===== src/rtl/pipe_sequencer_if.sv =====
// Sequencer-side bundle: ROM fetch port, D_BUS, control and status.
// master = sequencer, slave = datapath/ROM/environment.
interface pipe_sequencer_if;
    logic       run;
    logic       hold;
    logic [7:0] rom_data;
    logic       cflag;
    logic [3:0] rom_addr;
    logic [7:0] D_BUS;
    logic       halted;
    logic       stack_err;

    modport master (
        input  run, hold, rom_data, cflag,
        output rom_addr, D_BUS, halted, stack_err
    );

    modport slave (
        output run, hold, rom_data, cflag,
        input  rom_addr, D_BUS, halted, stack_err
    );
endinterface


===== src/rtl/pipe_sequencer.sv =====
// Two-stage fetch/execute sequencer for the 4-bit CPU datapath.
// Optional return stack (CALL/RET, stack_err) enabled by `define SUBROUTINE_EN.
module pipe_sequencer #(
    parameter logic [3:0] OP_JMP = 4'hF,
    parameter logic [3:0] OP_JNC = 4'hE,
    parameter logic [3:0] OP_HLT = 4'hD,
    parameter logic [7:0] BUBBLE = 8'h00
) (
    input logic              clock,
    input logic              reset,
    pipe_sequencer_if.master bus
);

    typedef enum logic [1:0] {
        IDLE = 2'd0,
        RUN  = 2'd1,
        HALT = 2'd2
    } state_t;

    state_t     state_q, state_d;
    logic [3:0] pc_q, pc_d;
    logic [7:0] ir_q, ir_d;
    logic       ir_valid_q, ir_valid_d;

    logic [3:0] op;
    logic       is_jmp;
    logic       is_hlt;

    assign op     = ir_q[7:4];
    assign is_jmp = (op == OP_JMP) || ((op == OP_JNC) && !bus.cflag);
    assign is_hlt = (op == OP_HLT);

`ifdef SUBROUTINE_EN
    localparam logic [3:0] OP_CALL = 4'hC;
    localparam logic [3:0] OP_RET  = 4'hB;

    logic [3:0] stk_q [4];
    logic [3:0] stk_d [4];
    logic [2:0] depth_q, depth_d;
    logic       err_q, err_d;
    logic       is_call;
    logic       is_ret;

    assign is_call = (op == OP_CALL);
    assign is_ret  = (op == OP_RET);
`endif

    always_comb begin
        state_d    = state_q;
        pc_d       = pc_q;
        ir_d       = ir_q;
        ir_valid_d = ir_valid_q;
`ifdef SUBROUTINE_EN
        stk_d      = stk_q;
        depth_d    = depth_q;
        err_d      = err_q;
`endif
        if (!bus.hold) begin
            unique case (state_q)
                IDLE: begin
                    if (bus.run) state_d = RUN;
                end
                RUN: begin
                    ir_d       = bus.rom_data;
                    ir_valid_d = 1'b1;
                    pc_d       = pc_q + 4'd1;
                    if (ir_valid_q) begin
                        unique case (1'b1)
                            is_jmp: begin
                                pc_d       = ir_q[3:0];
                                ir_valid_d = 1'b0;
                            end
                            is_hlt: begin
                                state_d    = HALT;
                                pc_d       = pc_q;
                                ir_d       = ir_q;
                                ir_valid_d = ir_valid_q;
                            end
`ifdef SUBROUTINE_EN
                            is_call: begin
                                if (depth_q == 3'd4) begin
                                    err_d      = 1'b1;
                                    state_d    = HALT;
                                    pc_d       = pc_q;
                                    ir_d       = ir_q;
                                    ir_valid_d = ir_valid_q;
                                end else begin
                                    stk_d[depth_q[1:0]] = pc_q;
                                    depth_d    = depth_q + 3'd1;
                                    pc_d       = ir_q[3:0];
                                    ir_valid_d = 1'b0;
                                end
                            end
                            is_ret: begin
                                if (depth_q == 3'd0) begin
                                    err_d      = 1'b1;
                                    state_d    = HALT;
                                    pc_d       = pc_q;
                                    ir_d       = ir_q;
                                    ir_valid_d = ir_valid_q;
                                end else begin
                                    pc_d       = stk_q[depth_q[1:0] - 2'd1];
                                    depth_d    = depth_q - 3'd1;
                                    ir_valid_d = 1'b0;
                                end
                            end
`endif
                            default: ;
                        endcase
                    end
                end
                default: ;
            endcase
        end
    end

    always_ff @(posedge clock) begin
        if (reset) begin
            state_q    <= IDLE;
            pc_q       <= 4'd0;
            ir_q       <= BUBBLE;
            ir_valid_q <= 1'b0;
        end else begin
            state_q    <= state_d;
            pc_q       <= pc_d;
            ir_q       <= ir_d;
            ir_valid_q <= ir_valid_d;
        end
    end

`ifdef SUBROUTINE_EN
    // Stack contents need no reset; depth alone defines what is valid.
    always_ff @(posedge clock) begin
        if (reset) begin
            depth_q <= 3'd0;
            err_q   <= 1'b0;
        end else begin
            depth_q <= depth_d;
            err_q   <= err_d;
        end
        stk_q <= stk_d;
    end

    assign bus.stack_err = err_q;
`else
    assign bus.stack_err = 1'b0;
`endif

    assign bus.rom_addr = pc_q;
    assign bus.halted   = (state_q == HALT);
    assign bus.D_BUS    = (state_q == RUN && ir_valid_q && !bus.hold)
                          ? ir_q : BUBBLE;

endmodule


===== src/flat_wrapper.sv =====
// flat-port wrapper written by rule: the top's interface ports become plain ports
module pipe_sequencer_flat 
#(
    parameter logic [3:0] OP_JMP = 4'hF,
    parameter logic [3:0] OP_JNC = 4'hE,
    parameter logic [3:0] OP_HLT = 4'hD,
    parameter logic [7:0] BUBBLE = 8'h00
)
  (clock, reset, bus_run, bus_hold, bus_rom_data, bus_cflag, bus_rom_addr, bus_D_BUS, bus_halted, bus_stack_err);
  pipe_sequencer_if bus_i ();
  input logic clock;
  input logic reset;
  input wire logic [$bits(bus_i.run)-1:0] bus_run;
  input wire logic [$bits(bus_i.hold)-1:0] bus_hold;
  input wire logic [$bits(bus_i.rom_data)-1:0] bus_rom_data;
  input wire logic [$bits(bus_i.cflag)-1:0] bus_cflag;
  output wire logic [$bits(bus_i.rom_addr)-1:0] bus_rom_addr;
  output wire logic [$bits(bus_i.D_BUS)-1:0] bus_D_BUS;
  output wire logic [$bits(bus_i.halted)-1:0] bus_halted;
  output wire logic [$bits(bus_i.stack_err)-1:0] bus_stack_err;
  assign bus_i.run = bus_run;
  assign bus_i.hold = bus_hold;
  assign bus_i.rom_data = bus_rom_data;
  assign bus_i.cflag = bus_cflag;
  assign bus_rom_addr = bus_i.rom_addr;
  assign bus_D_BUS = bus_i.D_BUS;
  assign bus_halted = bus_i.halted;
  assign bus_stack_err = bus_i.stack_err;
  pipe_sequencer #(.OP_JMP(OP_JMP), .OP_JNC(OP_JNC), .OP_HLT(OP_HLT), .BUBBLE(BUBBLE)) u_core (.clock(clock), .reset(reset), .bus(bus_i));
endmodule

===== config.mk =====
export PLATFORM = sky130hd
export DESIGN_NAME = pipe_sequencer_flat
export DESIGN_NICKNAME = d
export VERILOG_FILES = /design/src/rtl/pipe_sequencer_if.sv /design/src/rtl/pipe_sequencer.sv /design/src/flat_wrapper.sv
export SDC_FILE = /design/constraint.sdc
export NUM_CORES = 1
export LEC_CHECK = 0
export CORE_MARGIN = 5
export CORE_UTILIZATION = 43
export DETAILED_ROUTE_END_ITERATION = 16
export PLACE_DENSITY = 0.88
export RECOVER_POWER = 100
export SLEW_MARGIN = 20
export SYNTH_ARGS = -nofsm -noshare
export SYNTH_HDL_FRONTEND = slang
export SYNTH_SLANG_ARGS = --single-unit

===== constraint.sdc =====
create_clock -name clock -period 1.65 [get_ports clock]
set_input_delay 0.33 -clock clock [delete_from_list [all_inputs] [get_ports clock]]
set_output_delay 0.33 -clock clock [all_outputs]
set_load 0.02 [all_outputs]

==> summary.txt <==
outcome -> complete, but fails checks
failing checks -> negative setup slack
HPWL after detailed placement -> 1590 um
reg-to-reg startpoint -> u_core.ir_valid_q
Worst R2R End -> u_core.state_q[0]
fmax -> 0.601 GHz
Worst path top cell family by delay -> simple AND/OR/NAND/NOR gates
Port Buffers -> 25
Levels on crit path -> 4
crit path time final -> 1.66 ns
drt drc -> 0
Post-Route WL -> 2260 um
Max IR drop VDD -> 0.449 mV
final setup violation count -> 3
fin util -> 0.663
crit start category -> flop
Area Overhead vs Synth -> 48.6%
std cell rows -> 15
leak pwr -> 0.519 nW
Final #Nets -> 144
max_cap viols -> 0
Avg Cell Area, Syn -> 8.02 sq um
Die X -> 52.1 um
CP Capture Type -> primary output
hold depth -> 2
CP Buf/Inv Count -> 2
dpl cells -> 149
hold endpoint -> u_core.ir_q[0]
max-slew violation count -> 0
Hold Crit Class -> reg2reg
largest net degree at the start of global routing -> 12
Cell Area, Placed -> 1090 sq um
core area -> 1710 sq um
setup tns final -> -0.0364 ns
root buf cell -> clkbuf_4
asr flop ratio synth -> 0
clk slew on worst S/H paths -> 0.11 ns
CP max stage delay -> 0.35 ns
Crit-path slowest cell -> dfxtp_2
largest cells by area after synthesis -> dfxtp_1 39%, and3_1 8.2%, nand2_1 7.4%, a21oi_1 6.6%, mux2i_1 3.9%
starting density of the core -> 0.446
share of cells above drive strength 1 -> 0.233
Skew-Pair Late Insertion Delay -> 0.30 ns
fin area -> 1130 sq um
commonest non-fill, non-tap cell in the layout -> nand2_1
via count -> 837
Total GRT Usage -> 0.171
Syn Inst Count -> 95
die area -> 2710 sq um
CP required -> 1.32 ns
Ports -> 27
power per cell area -> 637 nW/um^2
CP Max Fanout -> 4
start point of the worst hold path -> u_core.ir_q[0]
most frequent cells in the layout -> 15 x nand2_1, 14 x buf_4, 12 x dfxtp_1
Yosys top cell area share -> 0.394
syn_nets -> 109
CTS tree -> yes
vias in the first global route -> 800
Fin Clk Skew -> 0.0191 ns
Num CTS Buffers -> 3
DR WL/cell -> 14.6 um
data arrival time of the critical path -> 1.33 ns
worst setup margin -> -0.0147 ns
global route overflow -> 0
DIE HEIGHT -> 52.1 um
crit path kind -> reg2out
GPL Wtd Cong -> 0.773
Setup crit start -> u_core.state_q[1]
ant diodes -> 0
Primary FF master, synth -> dfxtp_1
Post-synth EDFFs -> 0
RSZ-0062 raised after global routing -> true
Clock Tree Buf Depth -> 2
Final period util -> 1.01
r2r worst-path depth -> 4
drt pass-1 iters -> 4
reg2reg setup slack -> 0.18 ns
final hold vios -> 0
Sink Count -> 15
Seq cells post-synth -> 15
Non-Filler Instances -> 154
DRT iter0 DRCs -> 35
CP cell instances -> nor3b_4, buf_4, and3_4, buf_6
H-tree depth -> 1
Synth Cell Area -> 762 sq um
number of antenna violations at the first check in global routing -> 0
Post-DRT Antenna Nets -> 0
post-DR vias/cell -> 5.44
Yosys warning count -> 0
first-pass GRT wire length -> 3440 um
register area share after synthesis -> 0.394
Yosys top cell by area -> dfxtp_1
post-synth cell types -> 26
-- flip-flops by register name, indices dropped and copies added, names as in the netlist --
signal               cells
u_core.ir_q              8
u_core.ir_valid_q        1
u_core.state_q           2
u_core.bus.rom_addr      4
-- power breakdown --
part,internal [W],switching [W],total (W)
Sequential,0.000375,0.0000134,0.000388
Combinational,0.0000598,0.0000488,0.000109
Clock,0.0000901,0.000134,0.000224
Total,0.000525,0.000196,0.000721
-- worst min-delay path, stage by stage, from the launching register on --
cell	delay, ns
dfxtp_1	0.34
nand2_1	0.06
a21oi_1	0.05
-- timing repair --
item	CTS	global route
hold buffers	0	0
endpoints found under the hold margin	0	0
pin swaps	1	0
buffers inserted	0	1
endpoints found under the setup margin	11	10
resized for setup	45	10
-- Yosys cell counts, types with 2 or more instances --
| library cell | instances |
|---|---|
| nand2b_1 | 4 |
| nor3_1 | 2 |
| a21oi_1 | 10 |
| dfxtp_1 | 15 |
| nand2_1 | 15 |
| nand3_1 | 5 |
| o21a_1 | 2 |
| mux2i_1 | 3 |
| o32ai_1 | 2 |
| buf_4 | 2 |
| nor2_1 | 7 |
| and3_1 | 10 |
| a211oi_1 | 2 |
| buf_2 | 3 |
| clkbuf_1 | 2 |
-- area by class of cell --
cell class | instances | area, sq um
multi-input combinational | 73 | 429
timing repair buffer | 37 | 340
tap | 25 | 31.3
clock buffer | 3 | 22.5
clock inverter | 1 | 5.00
sequential | 15 | 304
fill | 135 | 576
-- through the flow --
stage               hold WS (ns)  total power (W)  setup WS (ns)
floorplan                  0.444         0.000443          0.238
global placement           0.462         0.000494         -0.608
detailed placement         0.465         0.000499         -0.616
CTS                        0.481         0.000712        0.00158
global route               0.518         0.000744        -0.0648
finish                     0.486         0.000721        -0.0147
-- per-layer routing --
metal  vias up  track usage  routed length [um]
met2        31        0.310                1150
met5         -            0                   0
met1       398        0.192                 937
li1        402            -                   -
met4         0       0.0917                  46
met3         6       0.0201                 123
-- how the worst max path moves through the flow --
stage                         to  slack [ns]
finish              bus_D_BUS[7]       -0.01
global route        bus_D_BUS[7]       -0.06
CTS                 bus_D_BUS[5]       0.002
detailed placement  bus_D_BUS[2]       -0.62
global placement    bus_D_BUS[1]       -0.61
floorplan           bus_D_BUS[1]        0.24
-- logic make-up (layout without fill, tap and decap cells) --
family | count (synthesis) | after routing | share of synthesized area
other | 1 | 1 | 0.00492
DFF | 15 | 15 | 0.394
adders and majority gates | 1 | 1 | 0.0164
buffers and inverters | 7 | 41 | 0.0493
muxes | 3 | 3 | 0.0394
AOI/OAI and AO/OA | 19 | 19 | 0.158
and+or+nand+nor | 49 | 49 | 0.338
No activity file was read; power rests on OpenSTA's default activity.
